`src/rtl/stop_watch_lap_timer.sv`:
```
// Stopwatch with run/pause/clear control, a MAX->0 wrap pulse and a
// first-word-fall-through FIFO that buffers lap times for a downstream reader.
module stop_watch_lap_timer #(
    parameter int DATA_WIDTH = 16,
    parameter int MAX        = 99,
    parameter int LAP_DEPTH  = 4
) (
    input  logic                               clk,
    input  logic                               reset,
    input  logic                               start,
    input  logic                               stop,
    input  logic                               clear,
    input  logic                               lap,
    input  logic                               lap_rd,
    output logic [DATA_WIDTH-1:0]              count,
    output logic                               running,
    output logic                               wrap,
    output logic [DATA_WIDTH-1:0]              lap_data,
    output logic                               lap_valid,
    output logic [$clog2(LAP_DEPTH+1)-1:0]     lap_count,
    output logic                               lap_overflow
);

    localparam int PW = $clog2(LAP_DEPTH);
    localparam int CW = $clog2(LAP_DEPTH+1);
    localparam logic [DATA_WIDTH-1:0] MAX_VAL    = DATA_WIDTH'(MAX);
    localparam logic [CW-1:0]         FULL_COUNT = CW'(LAP_DEPTH);

    typedef enum logic {
        PAUSED  = 1'b0,
        RUNNING = 1'b1
    } run_state_t;

    run_state_t            state_q, state_d;
    logic [DATA_WIDTH-1:0] count_q, count_d;
    logic                  wrap_q, wrap_d;
    logic                  advance;

    logic [DATA_WIDTH-1:0] lap_mem [LAP_DEPTH];
    logic [PW-1:0]         wr_ptr_q, rd_ptr_q;
    logic [CW-1:0]         lap_count_q;
    logic                  overflow_q;
    logic                  fifo_empty, fifo_full;
    logic                  do_push, do_pop, drop;

    always_ff @(posedge clk) begin
        if (!reset) begin
            state_q <= PAUSED;
            count_q <= '0;
            wrap_q  <= 1'b0;
        end else begin
            state_q <= state_d;
            count_q <= count_d;
            wrap_q  <= wrap_d;
        end
    end

    // Priority clear > stop > start > free-running; a start cycle always counts.
    always_comb begin
        state_d = state_q;
        count_d = count_q;
        advance = 1'b0;
        if (clear) begin
            state_d = PAUSED;
        end else if (stop) begin
            state_d = PAUSED;
        end else if (start) begin
            state_d = RUNNING;
            advance = 1'b1;
        end else if (state_q == RUNNING) begin
            advance = 1'b1;
        end
        if (clear) begin
            count_d = '0;
        end else if (advance) begin
            count_d = (count_q == MAX_VAL) ? '0 : count_q + 1'b1;
        end
        wrap_d = advance && (count_q == MAX_VAL);
    end

    assign fifo_empty = (lap_count_q == '0);
    assign fifo_full  = (lap_count_q == FULL_COUNT);
    assign do_pop     = lap_rd && !fifo_empty;
    // A simultaneous pop frees the slot, so a full FIFO still accepts the push.
    assign do_push    = lap && (!fifo_full || do_pop);
    assign drop       = lap && fifo_full && !do_pop;

    always_ff @(posedge clk) begin
        if (do_push) begin
            lap_mem[wr_ptr_q] <= count_q;
        end
    end

    always_ff @(posedge clk) begin
        if (!reset) begin
            wr_ptr_q    <= '0;
            rd_ptr_q    <= '0;
            lap_count_q <= '0;
            overflow_q  <= 1'b0;
        end else begin
            if (do_push) begin
                wr_ptr_q <= wr_ptr_q + 1'b1;
            end
            if (do_pop) begin
                rd_ptr_q <= rd_ptr_q + 1'b1;
            end
            case ({do_push, do_pop})
                2'b10:   lap_count_q <= lap_count_q + 1'b1;
                2'b01:   lap_count_q <= lap_count_q - 1'b1;
                default: lap_count_q <= lap_count_q;
            endcase
            if (clear) begin
                overflow_q <= 1'b0;
            end else if (drop) begin
                overflow_q <= 1'b1;
            end
        end
    end

    assign count        = count_q;
    assign running      = (state_q == RUNNING);
    assign wrap         = wrap_q;
    assign lap_data     = lap_mem[rd_ptr_q];
    assign lap_valid    = !fifo_empty;
    assign lap_count    = lap_count_q;
    assign lap_overflow = overflow_q;

endmodule
```
`config.mk`:
```
export PLATFORM = sky130hd
export DESIGN_NAME = stop_watch_lap_timer
export DESIGN_NICKNAME = d
export VERILOG_FILES = /design/src/rtl/stop_watch_lap_timer.sv
export SDC_FILE = /design/constraint.sdc
export NUM_CORES = 1
export LEC_CHECK = 0
export ABC_CLOCK_PERIOD_IN_PS = 3400
export BUFFER_PORTS_ARGS = -buffer_cell sky130_fd_sc_hd__buf_2
export CORE_UTILIZATION = 42
export CTS_BUF_LIST = sky130_fd_sc_hd__clkbuf_8 sky130_fd_sc_hd__clkbuf_16
export CTS_CLUSTER_SIZE = 16
export DETAILED_ROUTE_END_ITERATION = 12
export HOLD_SLACK_MARGIN = 0.15
export PLACE_DENSITY_LB_ADDON = 0.12
export SLEW_MARGIN = 20
export SYNTH_ARGS = -nofsm -noshare
export SYNTH_HDL_FRONTEND = slang
export SYNTH_SLANG_ARGS = --single-unit
```
`constraint.sdc`:
```
create_clock -name clk -period 3.4 [get_ports clk]
set_input_delay 0.17 -clock clk [delete_from_list [all_inputs] [get_ports clk]]
set_output_delay 0.17 -clock clk [all_outputs]
set_load 0.01 [all_outputs]
```
==> results of run 1 <==
per-stage QoR:
step	power (mW)	hold slack (ns)	instance area (sq um)	cells
after floorplan	1.57	0.246	3730	249
after global placement	1.69	0.392	4080	394
after detailed placement	1.69	0.396	4080	394
after CTS	2.41	0.171	4300	412
after global routing	2.49	0.187	4300	412
final	2.37	0.181	4300	412
logic make-up (layout without fill, tap and decap cells):
family,count (synthesis),count (layout)
AOI/OAI and AO/OA,29,29
xor gates and xnor gates,11,11
buffers and inverters,21,76
adders and majority gates,6,6
and+or+nand+nor,71,71
DFF,92,92
muxes,19,19
state kept, by name (all words and copies together), names as in the netlist, named ones only:
name / count
lap_mem: 64
rd_ptr_q: 2
lap_count: 3
wr_ptr_q: 2
count: 16
running: 1
wrap: 1
lap_overflow: 1
cells in the mapped netlist, drive strengths merged, types with 2 or more instances:
| master | n |
|---|---|
| nor4 | 4 |
| inv | 7 |
| or3 | 7 |
| nor4b | 4 |
| nor2 | 12 |
| o21ai | 7 |
| edfxtp | 64 |
| and2 | 8 |
| nand3 | 6 |
| nor2b | 3 |
| and3 | 3 |
| xnor2 | 10 |
| nand4 | 2 |
| or2 | 3 |
| a21boi | 2 |
| o31ai | 5 |
| or4 | 4 |
| ha | 5 |
| mux4 | 16 |
| clkbuf | 9 |
| mux2i | 2 |
| dfxtp | 28 |
| a21oi | 11 |
| nand2 | 8 |
| buf | 5 |
layer usage:
layer	wire [um]	up-vias	share of wire [%]	global-route usage (%)
li1	-	1051	-	-
met1	3200	1066	46	22.7
met2	3340	51	48	25.5
met3	351	6	5.0	6.00
met4	72	0	1.0	4.10
met5	0	-	0	0
area by class of cell:
class / instances / area, sq um / share of cell area, %
Inverter: 7 / 26.3 / 0.611
Clock inverter: 7 / 76.3 / 1.77
Tap cell: 108 / 135 / 3.14
Clock buffer: 9 / 124 / 2.88
Multi-Input combinational cell: 136 / 1170 / 27.1
Sequential cell: 92 / 2480 / 57.7
Timing Repair Buffer: 53 / 290 / 6.75
worst max-delay path: stages (launching register included):
cell      delay, ns
dfxtp_1        0.51
ha_1           0.27
nor4b_1        0.26
nand4_1        0.21
o311ai_2       0.62
buf_4          0.28
a21oi_1        0.05
power by group through the flow:
| stage | Sequential (mW) | Combinational [mW] | Clock (mW) |
|---|---|---|---|
| floorplan | 1.29 | 0.273 | 0 |
| global placement | 1.33 | 0.360 | 0 |
| detailed placement | 1.33 | 0.359 | 0 |
| CTS | 1.30 | 0.363 | 0.739 |
| global route | 1.31 | 0.398 | 0.784 |
| finish | 1.30 | 0.354 | 0.716 |
path summary, 6_finish.rpt:
check	from	endpoint	slack, ns	cells after the start
min reg2reg	lap_overflow	lap_overflow	0.53	2
min	stop	running	0.18	3
max reg2reg	count[0]	count[15]	1.08	6
max	count[0]	count[15]	1.08	6
==> results.cfg, run 1 <==
[outcome]
outcome = completed

[clock_network]
numCtsBuffers = 9
holdBufCountCts = 2
cts_root_buf = clkbuf_8
postCtsSetupBuffers = 0
insertion_delay_ns = 0.37
cts_tree = done
cts_resized = 0
cts.sinks = 92
clockBufferDepth = 2
htreeDepth = 3
clkTransAtPathRegs_ns = 0.09

[sta]
rsz0062_at_grt = false
fmax_ghz = 0.431
relSlewSlack_pct = 42.2
drv_slew = 0
fin_crit_sh_pct = 68.2
finalSetupTns_ns = 0
setup_viol = 0
fin_skew_ns = 0.0160
max_slew.worst_pin.slew_ns = 0.866
post-route-min-period_ns = 2.32
final.setup.worst_slack_ns = 1.08
hold_viol = 0

[logic_synthesis]
synth.area.top_cells = edfxtp_1, dfxtp_1, mux4_2
seq_area_frac_synth_pct = 66.5
synth_top_area_share_pct = 51.5
synth_top_family_by_area = simple AND/OR/NAND/NOR gates
dominantRegCellSynth = edfxtp_1
synthArstFlopShare_pct = 0
synth_edf_count = 64
ys_ff_latch = 92
yosys.area.top_type = edfxtp_1
synthSimpleGateAreaFrac_pct = 11.1
synth_area_sq_um = 3730
muxShareOfSynthArea_pct = 10.5
synth_area_per_cell_sq_um = 15.0
yosys.area_share.adder_pct = 2.21
synth_warnings = 0
synthXorXnorAreaFrac_pct = 2.58
netlist_instances = 249
syn_nets = 262
synth_cell_type_count = 43
synth_compound_area_share_pct = 4.69

[cells_and_area]
antenna_cells = 0
n_fill_cell = 792
final_cell_mix = edfxtp_1, buf_2, dfxtp_1
nets = 312
final_common_cell = edfxtp_1
syn_to_final_growth_pct = 15.2
drive_above_1_share_pct = 29.6
utilization_pct = 49.6

[global_route]
grt_max_degree = 20
grt_use_total_pct = 16.7
grt_pass1_wl_um = 11000
grt_pass1_vias = 2016
antenna_found_initial = 0
grt_overflow = 0

[routing]
ant_nets = 0
drc = 0
post_drt_via_cell_ratio = 5.28
drtPass1Iterations = 5
drt_iter0_markers = 146
wl_per_cell_um = 16.9
vias = 2174
wl_um = 6970

[die]
die_h_um = 96.3
rows = 34
io_pins = 46
core-area_sq_um = 8680
start_util_pct = 43.0
die_area_sq_um = 9270
die_w_um = 96.3

[power_and_ir_drop]
p_leak_nw = 1.55
ir_drop_v = 0.000236
pwr-share-seq_pct = 54.9
combPwrFrac_pct = 14.9
p_per_area_nw_per_um2 = 551
clkPwrFrac_pct = 30.2
p_sw_uw = 644
internal-power_mw = 1.73
switching_share_pct = 27.2

[worst_setup_path]
crit_required_ns = 3.64
critical_path_arrival_ns = 2.56
worstSetupPathType = register to register
cp-end-kind = register
critPathLaunchType = register
cp_max_fo = 9

[place]
place_ws_ns = 1.06
dp_hpwl_um = 4590
portBuffers = 45
gp_congestion = 0.776

[worst_hold_path]
min_path_type = input pin to register

[run]
max-cap-violations = 0
Note: power is estimated with default switching activity, not from simulation.
==> run 2, diff against run 1 <==
ABC_CLOCK_PERIOD_IN_PS = 2350   (was 3400)
clock period = 2.35 ns   (was 3.4 ns; I/O delays follow)
==> run 2 against run 1 <==
Net effect:
- non-clock buffer count grew 3
- first-iteration DRC count is 25% lower
- clock-buffer cell count unchanged
- cell area decreased by 0.26%
- critical path depth grew 1
- sequential cell count is the same
- critical endpoint is now lap_count[2]
- largest power group unchanged
- highest routed layer unchanged
==> results.cfg, run 2 (same netlist as run 1, synthesis figures left out) <==
[worst_setup_path]
rr_worst_depth = 7
critical_path.reg2reg.endpoint = lap_count[2]
cp-end-kind = register
worstSetupPathType = register to register
critPathLaunchType = register
crit_required_ns = 2.63
cpLargestDelayFamily = simple AND/OR/NAND/NOR gates
r2r_slack_ns = 0.18
cp_max_fo = 8
regToRegStartpoint = lap_count[2]
max_stage_delay_ns = 0.47
critical_path_arrival_ns = 2.44
cp_slowest_cell = or3b_2
critPathBufInv = 0
crit_chain = o31ai_1, or2_2, fa_1, or3b_2, o21ai_0, nand2b_1, a21boi_0

[sta]
hold_viol = 0
max_slew.worst_pin.slew_ns = 0.977
whs_ns = 0.175
post-route-min-period_ns = 2.17
drv_slew = 0
fin_crit_sh_pct = 92.3
fin_skew_ns = 0.00753
fmax_ghz = 0.461
setup_viol = 0
relSlewSlack_pct = 34.9
final.setup.worst_slack_ns = 0.182
finalSetupTns_ns = 0
rsz0062_at_grt = false

[place]
place_ws_ns = 0.154
portBuffers = 45
dp_hpwl_um = 4590
gp_congestion = 0.819
dp.cells = 395
place_area_sq_um = 4090

[cells_and_area]
drive_above_1_share_pct = 28.7
top_register = lap_mem
final_area_sq_um = 4290
syn_to_final_growth_pct = 14.9
largest_reg_flops = 64
final_cell_mix = edfxtp_1, buf_2, dfxtp_1
n_fill_cell = 789
antenna_cells = 0
final_common_cell = edfxtp_1
nets = 315
utilization_pct = 49.4
fin_cells = 415

[global_route]
grt_util_met3_pct = 3.95
grt_use_total_pct = 16.8
grt_max_degree = 17
grtUsageMet2_pct = 25.9
grtUsageMet1_pct = 23.3
grt_pass1_wl_um = 11000
grt_busiest_layer = met2
grt_overflow = 0
grt_pass1_vias = 2092
antenna_found_initial = 0

[die]
start_util_pct = 43.0
rows = 34
die_area_sq_um = 9270
die_w_um = 96.3
io_pins = 46
die_h_um = 96.3
core-area_sq_um = 8680

[power_and_ir_drop]
p_per_area_nw_per_um2 = 771
p_leak_nw = 1.55
ir_drop_v = 0.000289
power_mw = 3.31

[clock_network]
cts_root_buf = clkbuf_8
insertion_delay_ns = 0.34
htreeDepth = 3
numCtsBuffers = 9
clockBufferDepth = 2
cts.sinks = 92
cts_tree = done
clkTransAtPathRegs_ns = 0.09
postCtsSetupBuffers = 0

[run]
max-cap-violations = 0

[routing]
post_drt_via_cell_ratio = 5.21
drt_iter0_markers = 109
drc = 0
drtPass1Iterations = 5
vias = 2161
wl_per_cell_um = 17.4
ant_nets = 0
wl_um = 7240

[worst_hold_path]
hold_path_end = running
min_path_cells = 3
min_path_type = input pin to register
holdCritStartpoint = start

[outcome]
outcome = completed
[run 2: changes by cell type in the layout (fill, tap and decap cells not counted)]
cell / before / now
buf_4: 6 / 7
clkinv_4: 2 / 1
inv_8: 3 / 0
clkinv_8: 1 / 0
dlygate4sd3_1: 2 / 4
dfxtp_1: 28 / 27
inv_1: 7 / 9
clkinv_1: 0 / 2
dfxtp_2: 0 / 1
inv_6: 1 / 0
clkinvlp_4: 0 / 1
clkinv_2: 0 / 1
[run 2: routing by layer]
metal  vias up  routed length (um)
met5         -                   0
met2        45                3380
met4         0                  70
met1      1054                3520
li1       1057                   -
met3         5                 266
[run 2: final cells by class]
type,instances,area (sq um),share of cell area (%)
flip-flops and latches,92,2480,57.9
repair buffers,56,318,7.41
clock inverters,7,36.3,0.846
multi-input cells,136,1170,27.2
well taps,108,135,3.15
clock buffers,9,124,2.89
inverters,7,26.3,0.612
[run 2: worst max-delay path by stage]
stage                 startpoint           end  slack, ns  cells past startpoint
floorplan           lap_count[0]  lap_count[2]       0.09                      7
global placement    lap_count[1]  lap_count[2]       0.24                      6
detailed placement  lap_count[1]  lap_count[2]       0.15                      7
CTS                 lap_count[1]  lap_count[2]       0.14                      7
global route        lap_count[2]  lap_count[2]       0.02                      7
finish              lap_count[2]  lap_count[2]       0.18                      7
[run 2: worst min-delay path, stage by stage]
cell and delay [ns]:
buf_2 0.09, or2_2 0.10, and3_1 0.17
[run 2: report_power, final]
part / total [mW] / switching (mW) / internal, mW
sequential: 1.86 / 0.0499 / 1.81
combinational: 0.559 / 0.280 / 0.279
clock: 0.890 / 0.520 / 0.370
[run 2: timing repair]
item	in CTS	in global routing
hold buffers	4	0
hold endpoints to repair	10	0
endpoints found under the setup margin	0	1
resized for setup	0	1
==> run 3, diff against run 2 <==
--- a/config.mk
+++ b/config.mk
@@ -15,3 +15,2 @@
 export PLACE_DENSITY_LB_ADDON = 0.12
-export SLEW_MARGIN = 20
 export SYNTH_ARGS = -nofsm -noshare
==> constraint.sdc (replaced) <==
create_clock -name clk -period 2.35 [get_ports clk]
set_input_delay 0.235 -clock clk [delete_from_list [all_inputs] [get_ports clk]]
set_output_delay 0.235 -clock clk [all_outputs]
set_load 0.01 [all_outputs]
==> run 3 against run 2 <==
Net effect:
- sequential cell count unchanged
- sequential share of layout area shrank 0.42 points
- combinational power hardly changed
==> results.cfg, run 3 (same netlist as run 1, synthesis figures left out) <==
[outcome]
outcome = completed

[worst_hold_path]
min_path_type = input pin to register
holdCritStartpoint = reset
min_path_cells = 2
hold_path_end = lap_count[2]

[cells_and_area]
largest_reg_flops = 64
fin_cells = 414
final_common_cell = edfxtp_1
syn_to_final_growth_pct = 15.8
final_area_sq_um = 4320
final_cell_mix = edfxtp_1, buf_2, dfxtp_1
nets = 314
drive_above_1_share_pct = 31.0
top_register = lap_mem
antenna_cells = 0

[clock_network]
numCtsBuffers = 9
clkTransAtPathRegs_ns = 0.09
clockBufferDepth = 2
cts_root_buf = clkbuf_8
cts.sinks = 92
htreeDepth = 3
cts_tree = done
insertion_delay_ns = 0.36

[global_route]
grt_pass1_vias = 2088
grt_max_degree = 17
grt_overflow = 0
grt_pass1_wl_um = 10800
grt_use_total_pct = 16.4
antenna_found_initial = 0

[place]
dp_hpwl_um = 4570
place_area_sq_um = 4100
dp.cells = 397
gp_congestion = 0.825
portBuffers = 45
place_ws_ns = 0.193

[die]
die_w_um = 96.3
rows = 34
die_h_um = 96.3
die_area_sq_um = 9270
core-area_sq_um = 8680
io_pins = 46
start_util_pct = 43.0

[run]
max-cap-violations = 0

[routing]
drtPass1Iterations = 4
drt_iter0_markers = 136
ant_nets = 0
vias = 2149
wl_per_cell_um = 16.8
drc = 0
post_drt_via_cell_ratio = 5.19
wl_um = 6970

[worst_setup_path]
crit_required_ns = 2.63
cp-end-kind = register
r2r_slack_ns = 0.26
critical_path.reg2reg.endpoint = lap_count[2]
critical_path_arrival_ns = 2.45
worstSetupPathType = input pin to register
cp_max_fo = 9
critPathLaunchType = input pin
rr_worst_depth = 7
regToRegStartpoint = lap_count[0]

[power_and_ir_drop]
p_sw_uw = 873
internal-power_mw = 2.62
p_per_area_nw_per_um2 = 808
pwr-share-seq_pct = 53.1
ir_drop_v = 0.000324
p_leak_nw = 1.57
switching_share_pct = 25.0
clkPwrFrac_pct = 30.9
combPwrFrac_pct = 16.1

[sta]
final.setup.worst_slack_ns = 0.182
hold_viol = 0
post-route-min-period_ns = 2.17
setup_viol = 0
max_slew.worst_pin.slew_ns = 0.960
drv_slew = 0
fmax_ghz = 0.461
fin_crit_sh_pct = 92.3
fin_skew_ns = 0.0126
whs_ns = 0.238
rsz0062_at_grt = false
finalSetupTns_ns = 0
relSlewSlack_pct = 36.0
==> run 3: changes by cell type in the layout (fill, tap and decap cells not counted), sizes merged <==
cell         change
buf              +2
clkbuf           +1
dlygate4sd3      -3
bufinv           +1
clkinv           -1
clkinvlp         -1
==> run 3: layout make-up <==
type	count	area, sq um
Clock inverter	6	70.1
Multi-Input combinational cell	136	1170
Inverter	7	26.3
Sequential cell	92	2480
Clock buffer	10	138
Fill cell	777	4350
Timing Repair Buffer	55	303
Tap cell	108	135
==> run 3: metal layers <==
layer	wire, um	vias up	global-route usage (%)
li1	-	1060	-
met1	3330	1019	23.2
met2	3180	56	23.8
met3	310	14	2.92
met4	153	0	8.83
met5	0	-	0
==> run 3: timing repair <==
item | CTS | global route
hold endpoints to repair | 1 | 0
gates resized for setup | 0 | 2
hold buffers | 1 | 0
setup endpoints to repair | 0 | 1
buffers inserted | 0 | 0
==> run 3: how the worst max path moves through the flow <==
| stage | start | to | slack (ns) | cells after the start |
|---|---|---|---|---|
| 2_1_floorplan | lap_count[0] | lap_count[2] | 0.09 | 7 |
| 3_3_place_gp | lap_count[1] | lap_count[2] | 0.24 | 6 |
| 3_5_place_dp | lap_count[1] | lap_count[2] | 0.19 | 6 |
| 4_1_cts | lap_count[1] | lap_count[2] | 0.18 | 7 |
| 5_1_grt | lap_count[0] | lap_count[2] | 0.02 | 7 |
| 6_report | clear | count[13] | 0.18 | 6 |
==> run 3: power by group through the flow <==
| stage | combinational [mW] | sequential, mW | clock [mW] |
|---|---|---|---|
| global route | 0.626 | 1.87 | 1.18 |
| global placement | 0.573 | 1.89 | 0 |
| finish | 0.562 | 1.85 | 1.08 |
| floorplan | 0.394 | 1.87 | 0 |
| detailed placement | 0.572 | 1.89 | 0 |
| CTS | 0.575 | 1.85 | 1.11 |
==> run 3: critical path: stages <==
cell           delay [ns]
dlygate4sd3_1        0.53
buf_2                0.14
or2_1                0.30
or3_1                0.55
or4_1                0.54
a21oi_1              0.15
==> run 3: stage by stage <==
stage               power [mW]  util (%)
finish                    3.49      49.8
global route              3.67      49.8
CTS                       3.54      49.8
detailed placement        2.46      47.3
global placement          2.46      47.3
floorplan                 2.27         -
